### config.mk
export PLATFORM = sky130hd
export DESIGN_NAME = ram8
export DESIGN_NICKNAME = d
export VERILOG_FILES = /design/src/rtl/ram8.sv
export SDC_FILE = /design/constraint.sdc
export NUM_CORES = 1
export LEC_CHECK = 0
export CAP_MARGIN = 0
export CORE_ASPECT_RATIO = 0.75
export CORE_UTILIZATION = 45
export DETAILED_ROUTE_END_ITERATION = 10
export GPL_TIMING_DRIVEN = 1
export PLACE_DENSITY = 0.64
export SYNTH_ARGS = -nofsm -noshare
export SYNTH_HDL_FRONTEND = slang
export SYNTH_HIERARCHICAL = 1
export SYNTH_SLANG_ARGS = --single-unit
### constraint.sdc
create_clock -name clk -period 2.25 [get_ports clk]
set_input_delay 0.3375 -clock clk [delete_from_list [all_inputs] [get_ports clk]]
set_output_delay 0.3375 -clock clk [all_outputs]
set_load 0.02 [all_outputs]
### src/rtl/ram8.sv
// Hack RAM8: eight 16-bit words built from bit cells, a dmux write
// decode tree and a mux read select tree. Read is combinational.
module dmux (
   input  logic in,
   input  logic sel,
   output logic a,
   output logic b
);
   assign a = in & ~sel;
   assign b = in & sel;
endmodule

module mux #(
   parameter int WIDTH = 16
) (
   input  logic [WIDTH-1:0] a,
   input  logic [WIDTH-1:0] b,
   input  logic             sel,
   output logic [WIDTH-1:0] out
);
   assign out = sel ? b : a;
endmodule

module dmux8way (
   input  logic       in,
   input  logic [2:0] sel,
   output logic [7:0] out
);
   logic [1:0] l1;
   logic [3:0] l2;

   dmux u_d0 (.in(in), .sel(sel[2]), .a(l1[0]), .b(l1[1]));

   for (genvar i = 0; i < 2; i++) begin : g_l2
      dmux u_d (
         .in (l1[i]),
         .sel(sel[1]),
         .a  (l2[2*i]),
         .b  (l2[2*i+1])
      );
   end

   for (genvar i = 0; i < 4; i++) begin : g_l3
      dmux u_d (
         .in (l2[i]),
         .sel(sel[0]),
         .a  (out[2*i]),
         .b  (out[2*i+1])
      );
   end
endmodule

module mux8way16 #(
   parameter int WIDTH = 16
) (
   input  logic [WIDTH-1:0] word [8],
   input  logic [2:0]       sel,
   output logic [WIDTH-1:0] out
);
   logic [WIDTH-1:0] l1 [4];
   logic [WIDTH-1:0] l2 [2];

   for (genvar i = 0; i < 4; i++) begin : g_l1
      mux #(.WIDTH(WIDTH)) u_m (
         .a  (word[2*i]),
         .b  (word[2*i+1]),
         .sel(sel[0]),
         .out(l1[i])
      );
   end

   for (genvar i = 0; i < 2; i++) begin : g_l2
      mux #(.WIDTH(WIDTH)) u_m (
         .a  (l1[2*i]),
         .b  (l1[2*i+1]),
         .sel(sel[1]),
         .out(l2[i])
      );
   end

   mux #(.WIDTH(WIDTH)) u_m3 (
      .a  (l2[0]),
      .b  (l2[1]),
      .sel(sel[2]),
      .out(out)
   );
endmodule

module bit_cell (
   input  logic clk,
   input  logic rst_n,
   input  logic in,
   input  logic load,
   output logic out
);
   logic q;

   always_ff @(posedge clk) begin
      if (!rst_n) q <= 1'b0;
      else        q <= load ? in : q;
   end

   assign out = q;
endmodule

module word_reg #(
   parameter int WIDTH = 16
) (
   input  logic             clk,
   input  logic             rst_n,
   input  logic [WIDTH-1:0] in,
   input  logic             load,
   output logic [WIDTH-1:0] out
);
   for (genvar i = 0; i < WIDTH; i++) begin : g_bit
      bit_cell u_bit (
         .clk  (clk),
         .rst_n(rst_n),
         .in   (in[i]),
         .load (load),
         .out  (out[i])
      );
   end
endmodule

module ram8 #(
   parameter int WIDTH  = 16,
   parameter int ADDR_W = 3
) (
   input  logic              clk,
   input  logic              rst_n,
   input  logic [WIDTH-1:0]  in,
   input  logic              load,
   input  logic [ADDR_W-1:0] address,
   output logic [WIDTH-1:0]  out
);
   logic [7:0]       word_load;
   logic [WIDTH-1:0] mem [8];

   dmux8way u_dec (
      .in (load),
      .sel(address),
      .out(word_load)
   );

   for (genvar w = 0; w < 8; w++) begin : g_word
      word_reg #(.WIDTH(WIDTH)) u_reg (
         .clk  (clk),
         .rst_n(rst_n),
         .in   (in),
         .load (word_load[w]),
         .out  (mem[w])
      );
   end

   mux8way16 #(.WIDTH(WIDTH)) u_sel (
      .word(mem),
      .sel (address),
      .out (out)
   );
endmodule

==> results <==
- The flow ran to the end, and the final reports show no timing, DRC or antenna violations.
- The clock latency at the later pin of the worst-skew pair is 400 ps.
- The total overflow left after global routing is 0.
- The placed instances occupy a cell area of just over 7000 um^2.
- The count of buffers inserted at the top-level ports is 37.
- In the routed layout, each cell is associated on average with a via count of 5.014.
- The number of failing hold endpoints at the final stage is 0.
- The total placed cells including tap cells is 747.
- Setup repair after global routing could not meet its margin everywhere.
- The finished cells cover 7874 um^2.
- The startpoint kind of the worst setup timing path is a primary input.
- The synthesis-to-finish area growth is 21.11%.
- The number of distinct library cells after synthesis is 9.
- The total die area is roughly 15000 um^2.
- The clock arrives with 0 ps of skew.
- Walking the worst path, the cells encountered are buf_6 > buf_4 > mux2_2 > mux2_2 > mux2_2 > dlygate4sd2_1.
- The proportion of layout cells with a drive suffix above 1 is 0.3041.
- The cell sitting at the root of the clock tree is a sky130_fd_sc_hd__clkbuf_16.
- The clock passes through at most 2 buffers.
- The synthesized area per cell is 12.41 um^2.
- After layout, the minimum clock period comes to 2228 ps.
- The horizontal die dimension is ~140 um.
- The number of nets in the synthesized netlist is ~550.
- The most prevalent standard cell on the critical path is sky130_fd_sc_hd__mux2_2.
- The register with the most flip-flops in the layout has about 130 of them.
- The ratio of final minimum period to clock period is 0.9901.
- The worst setup path is captured at an output port.
- The HPWL after detailed placement is 8.289 mm.
- Yosys printed 6 warnings.
- Clock tree synthesis inserted a total of 17 buffers.
- After the last flow step, the layout net total stands at 615.
- The leakage component of the power is about 3 nW.
- The placer congestion estimate is 0.6971.
- 0 antenna diodes ended up in the layout.
- The reported max-cap violation count is 0.
- The clock transition at the registers of the reported paths is 50 ps.
- The top fanout value on the critical path is 9.
- The number of iterations in the first detailed-routing pass is 4.
- The die is ~110 um tall.
- By startpoint and endpoint, the worst setup path is classified as primary input to output port.
- The DRC marker count from the first detailed-route iteration is 170.
- Setup violations remaining at the end of the flow were counted as 0.
- The number of cells in the finished layout apart from fillers is between 700 and 800.
- The critical path contains buffers and inverters numbering 3 combined.
- The first global-routing pass estimated 21.99 mm of wire.
- Measured against its own limit, the worst slew margin works out to 0.7190.
- The power per cell area is 711.8 nW/um^2.
- At the pin with the least slew margin, the transition time is 421.4 ps.
- The via count of the first global-routing pass is 4142.
- For this configuration, the core starts out at a cell density of 0.4681.
- In the global route stage, overall resource usage came out at 0.1937.
- In this run the remaining antenna-violating nets after routing total 0.
- The slowest stage of the critical path belongs to the cell sky130_fd_sc_hd__mux2_2.
- The initial antenna violation count is 0.
- In this run the core area contains 37 standard-cell rows.
- For this design, the CTS-stage hold fixing added 0 buffers.
- Synthesis produced a netlist whose cell count is 524.
- In the final routed layout, each cell accounts on average for 17.27 um.
- The worst endpoint required time is ~1900 ps.
- The sum of routed wire length over all layers is 13.47 mm.
- The routed layout has between 3000 and 4000 vias.
- In this run the cell area of the synthesized design comes to 6501 um^2.
- The largest net degree at the start of global routing is around 130.
- The post-synthesis sequential area ratio is 0.3941.
- The number of register bits inferred by synthesis is 128.
- IR analysis of the VDD net gives a maximum drop of ~500 uV.
- The count of pins over their slew limit is 0.
- The core footprint is 13890 um^2.
- The endpoint arrival time on the critical path is 1890 ps.
- Pin placement for this block handled 38 I/O pins.
- The category of cells accounting for the largest share of critical-path delay is multiplexers.
- The H-tree was split into 4 levels.
- TritonCTS built the clock tree.
- CTS saw 128 sinks.
- The maximum cell stage delay along the critical path is 350 ps.
- Derived from the worst setup path, the maximum achievable clock frequency is 0.4489 GHz.
- In the routed design, unresolved DRC markers number 0.
- The path class of the tightest hold or removal check is primary input to flop.
-- synth_stat cells --
master / n / area [um^2]
sky130_fd_sc_hd__nor2b_1: 128 / 800.8
sky130_fd_sc_hd__buf_12: 7 / 140.1
sky130_fd_sc_hd__and2_2: 7 / 52.55
sky130_fd_sc_hd__mux2_2: 42 / 473.0
sky130_fd_sc_hd__mux2_4: 70 / 1051
sky130_fd_sc_hd__and2b_2: 7 / 61.31
sky130_fd_sc_hd__mux2i_1: 128 / 1281
sky130_fd_sc_hd__dfxtp_1: 128 / 2562
sky130_fd_sc_hd__buf_6: 7 / 78.83
-- layout make-up --
class / count / area (um^2)
timing repair buffer: 64 / 782.0
fill: 1172 / 6015
multi-input combinational: 382 / 3720
sequential: 128 / 2562
tap: 175 / 219.0
clock inverter: 6 / 105.1
clock buffer: 25 / 485.5
-- stage by stage --
step                worst slack (ps)    util  hold WS, ps  power, W  setup TNS [ps]
finish                         22.18  0.5669        503.0  0.005605               0
global route                  -9.814  0.5669        519.1  0.005815          -9.814
CTS                            3.338  0.5667        499.8  0.005672               0
detailed placement            -255.9  0.5227        501.4  0.002901           -3629
global placement              -235.7  0.5227        490.9  0.002891           -3265
floorplan                      473.9       -        465.7  0.002714               0
-- metal layers --
metal	wire length (um)	global-route usage
met4	142	0.05901
met1	6712	0.2487
met3	346	0.04820
met5	0	0
met2	6268	0.3202
-- kinds of logic (layout without fill, tap and decap cells) --
| group | after synthesis | count (layout) | synth area share |
|---|---|---|---|
| muxes | 240 | 240 | 0.4315 |
| and+or+nand+nor | 142 | 142 | 0.1407 |
| DFF | 128 | 128 | 0.3941 |
| buffers and inverters | 14 | 95 | 0.03368 |
-- worst min-delay path: stages --
cell,delay [ps]
sky130_fd_sc_hd__buf_2,110
sky130_fd_sc_hd__buf_12,220
sky130_fd_sc_hd__nor2b_1,180
-- report_power, final --
group | internal (W) | leakage, nW | switching, W
Sequential | 0.00232 | 1.04 | 0.0000246
Clock | 0.00182 | 0.291 | 0.000930
Combinational | 0.000279 | 1.62 | 0.000233
-- path summary, 6_finish.rpt --
kind	endpoint	slack [ps]	cells after the start	start
worst min-delay path	g_word[6].u_reg/g_bit[13].u_bit/out	500	3	rst_n
worst max register to register	g_word[4].u_reg/g_bit[9].u_bit/out	1610	2	g_word[4].u_reg/g_bit[9].u_bit/out
worst max-delay path	out[3]	20	6	address[0]
worst min register to register	g_word[1].u_reg/g_bit[15].u_bit/out	510	2	g_word[1].u_reg/g_bit[15].u_bit/out
-- layout by cell type, fill, tap and decap left out --
master,synthesis,final
sky130_fd_sc_hd__mux2i_1,128,128
sky130_fd_sc_hd__nor2b_1,128,128
sky130_fd_sc_hd__dfxtp_1,128,128
sky130_fd_sc_hd__mux2_4,70,70
sky130_fd_sc_hd__mux2_2,42,42
sky130_fd_sc_hd__clkdlybuf4s50_1,0,18
sky130_fd_sc_hd__clkbuf_16,0,17
sky130_fd_sc_hd__buf_12,7,17
sky130_fd_sc_hd__buf_4,0,9
sky130_fd_sc_hd__dlygate4sd2_1,0,8
sky130_fd_sc_hd__and2b_2,7,7
sky130_fd_sc_hd__and2_2,7,7
sky130_fd_sc_hd__clkdlybuf4s15_1,0,6
sky130_fd_sc_hd__clkbuf_1,0,5
sky130_fd_sc_hd__clkinv_2,0,3
sky130_fd_sc_hd__clkbuf_8,0,3
sky130_fd_sc_hd__bufinv_16,0,3
sky130_fd_sc_hd__buf_2,0,3
sky130_fd_sc_hd__bufbuf_16,0,1
sky130_fd_sc_hd__buf_6,7,1
sky130_fd_sc_hd__clkbuf_2,0,1
-- timing repair --
| item | in CTS | in global routing |
|---|---|---|
| setup endpoints to repair | 16 | 9 |
| cloned | 1 | 0 |
| buffers inserted | 0 | 1 |
| resized for setup | 20 | 8 |
(Power assumes the default switching activity.)
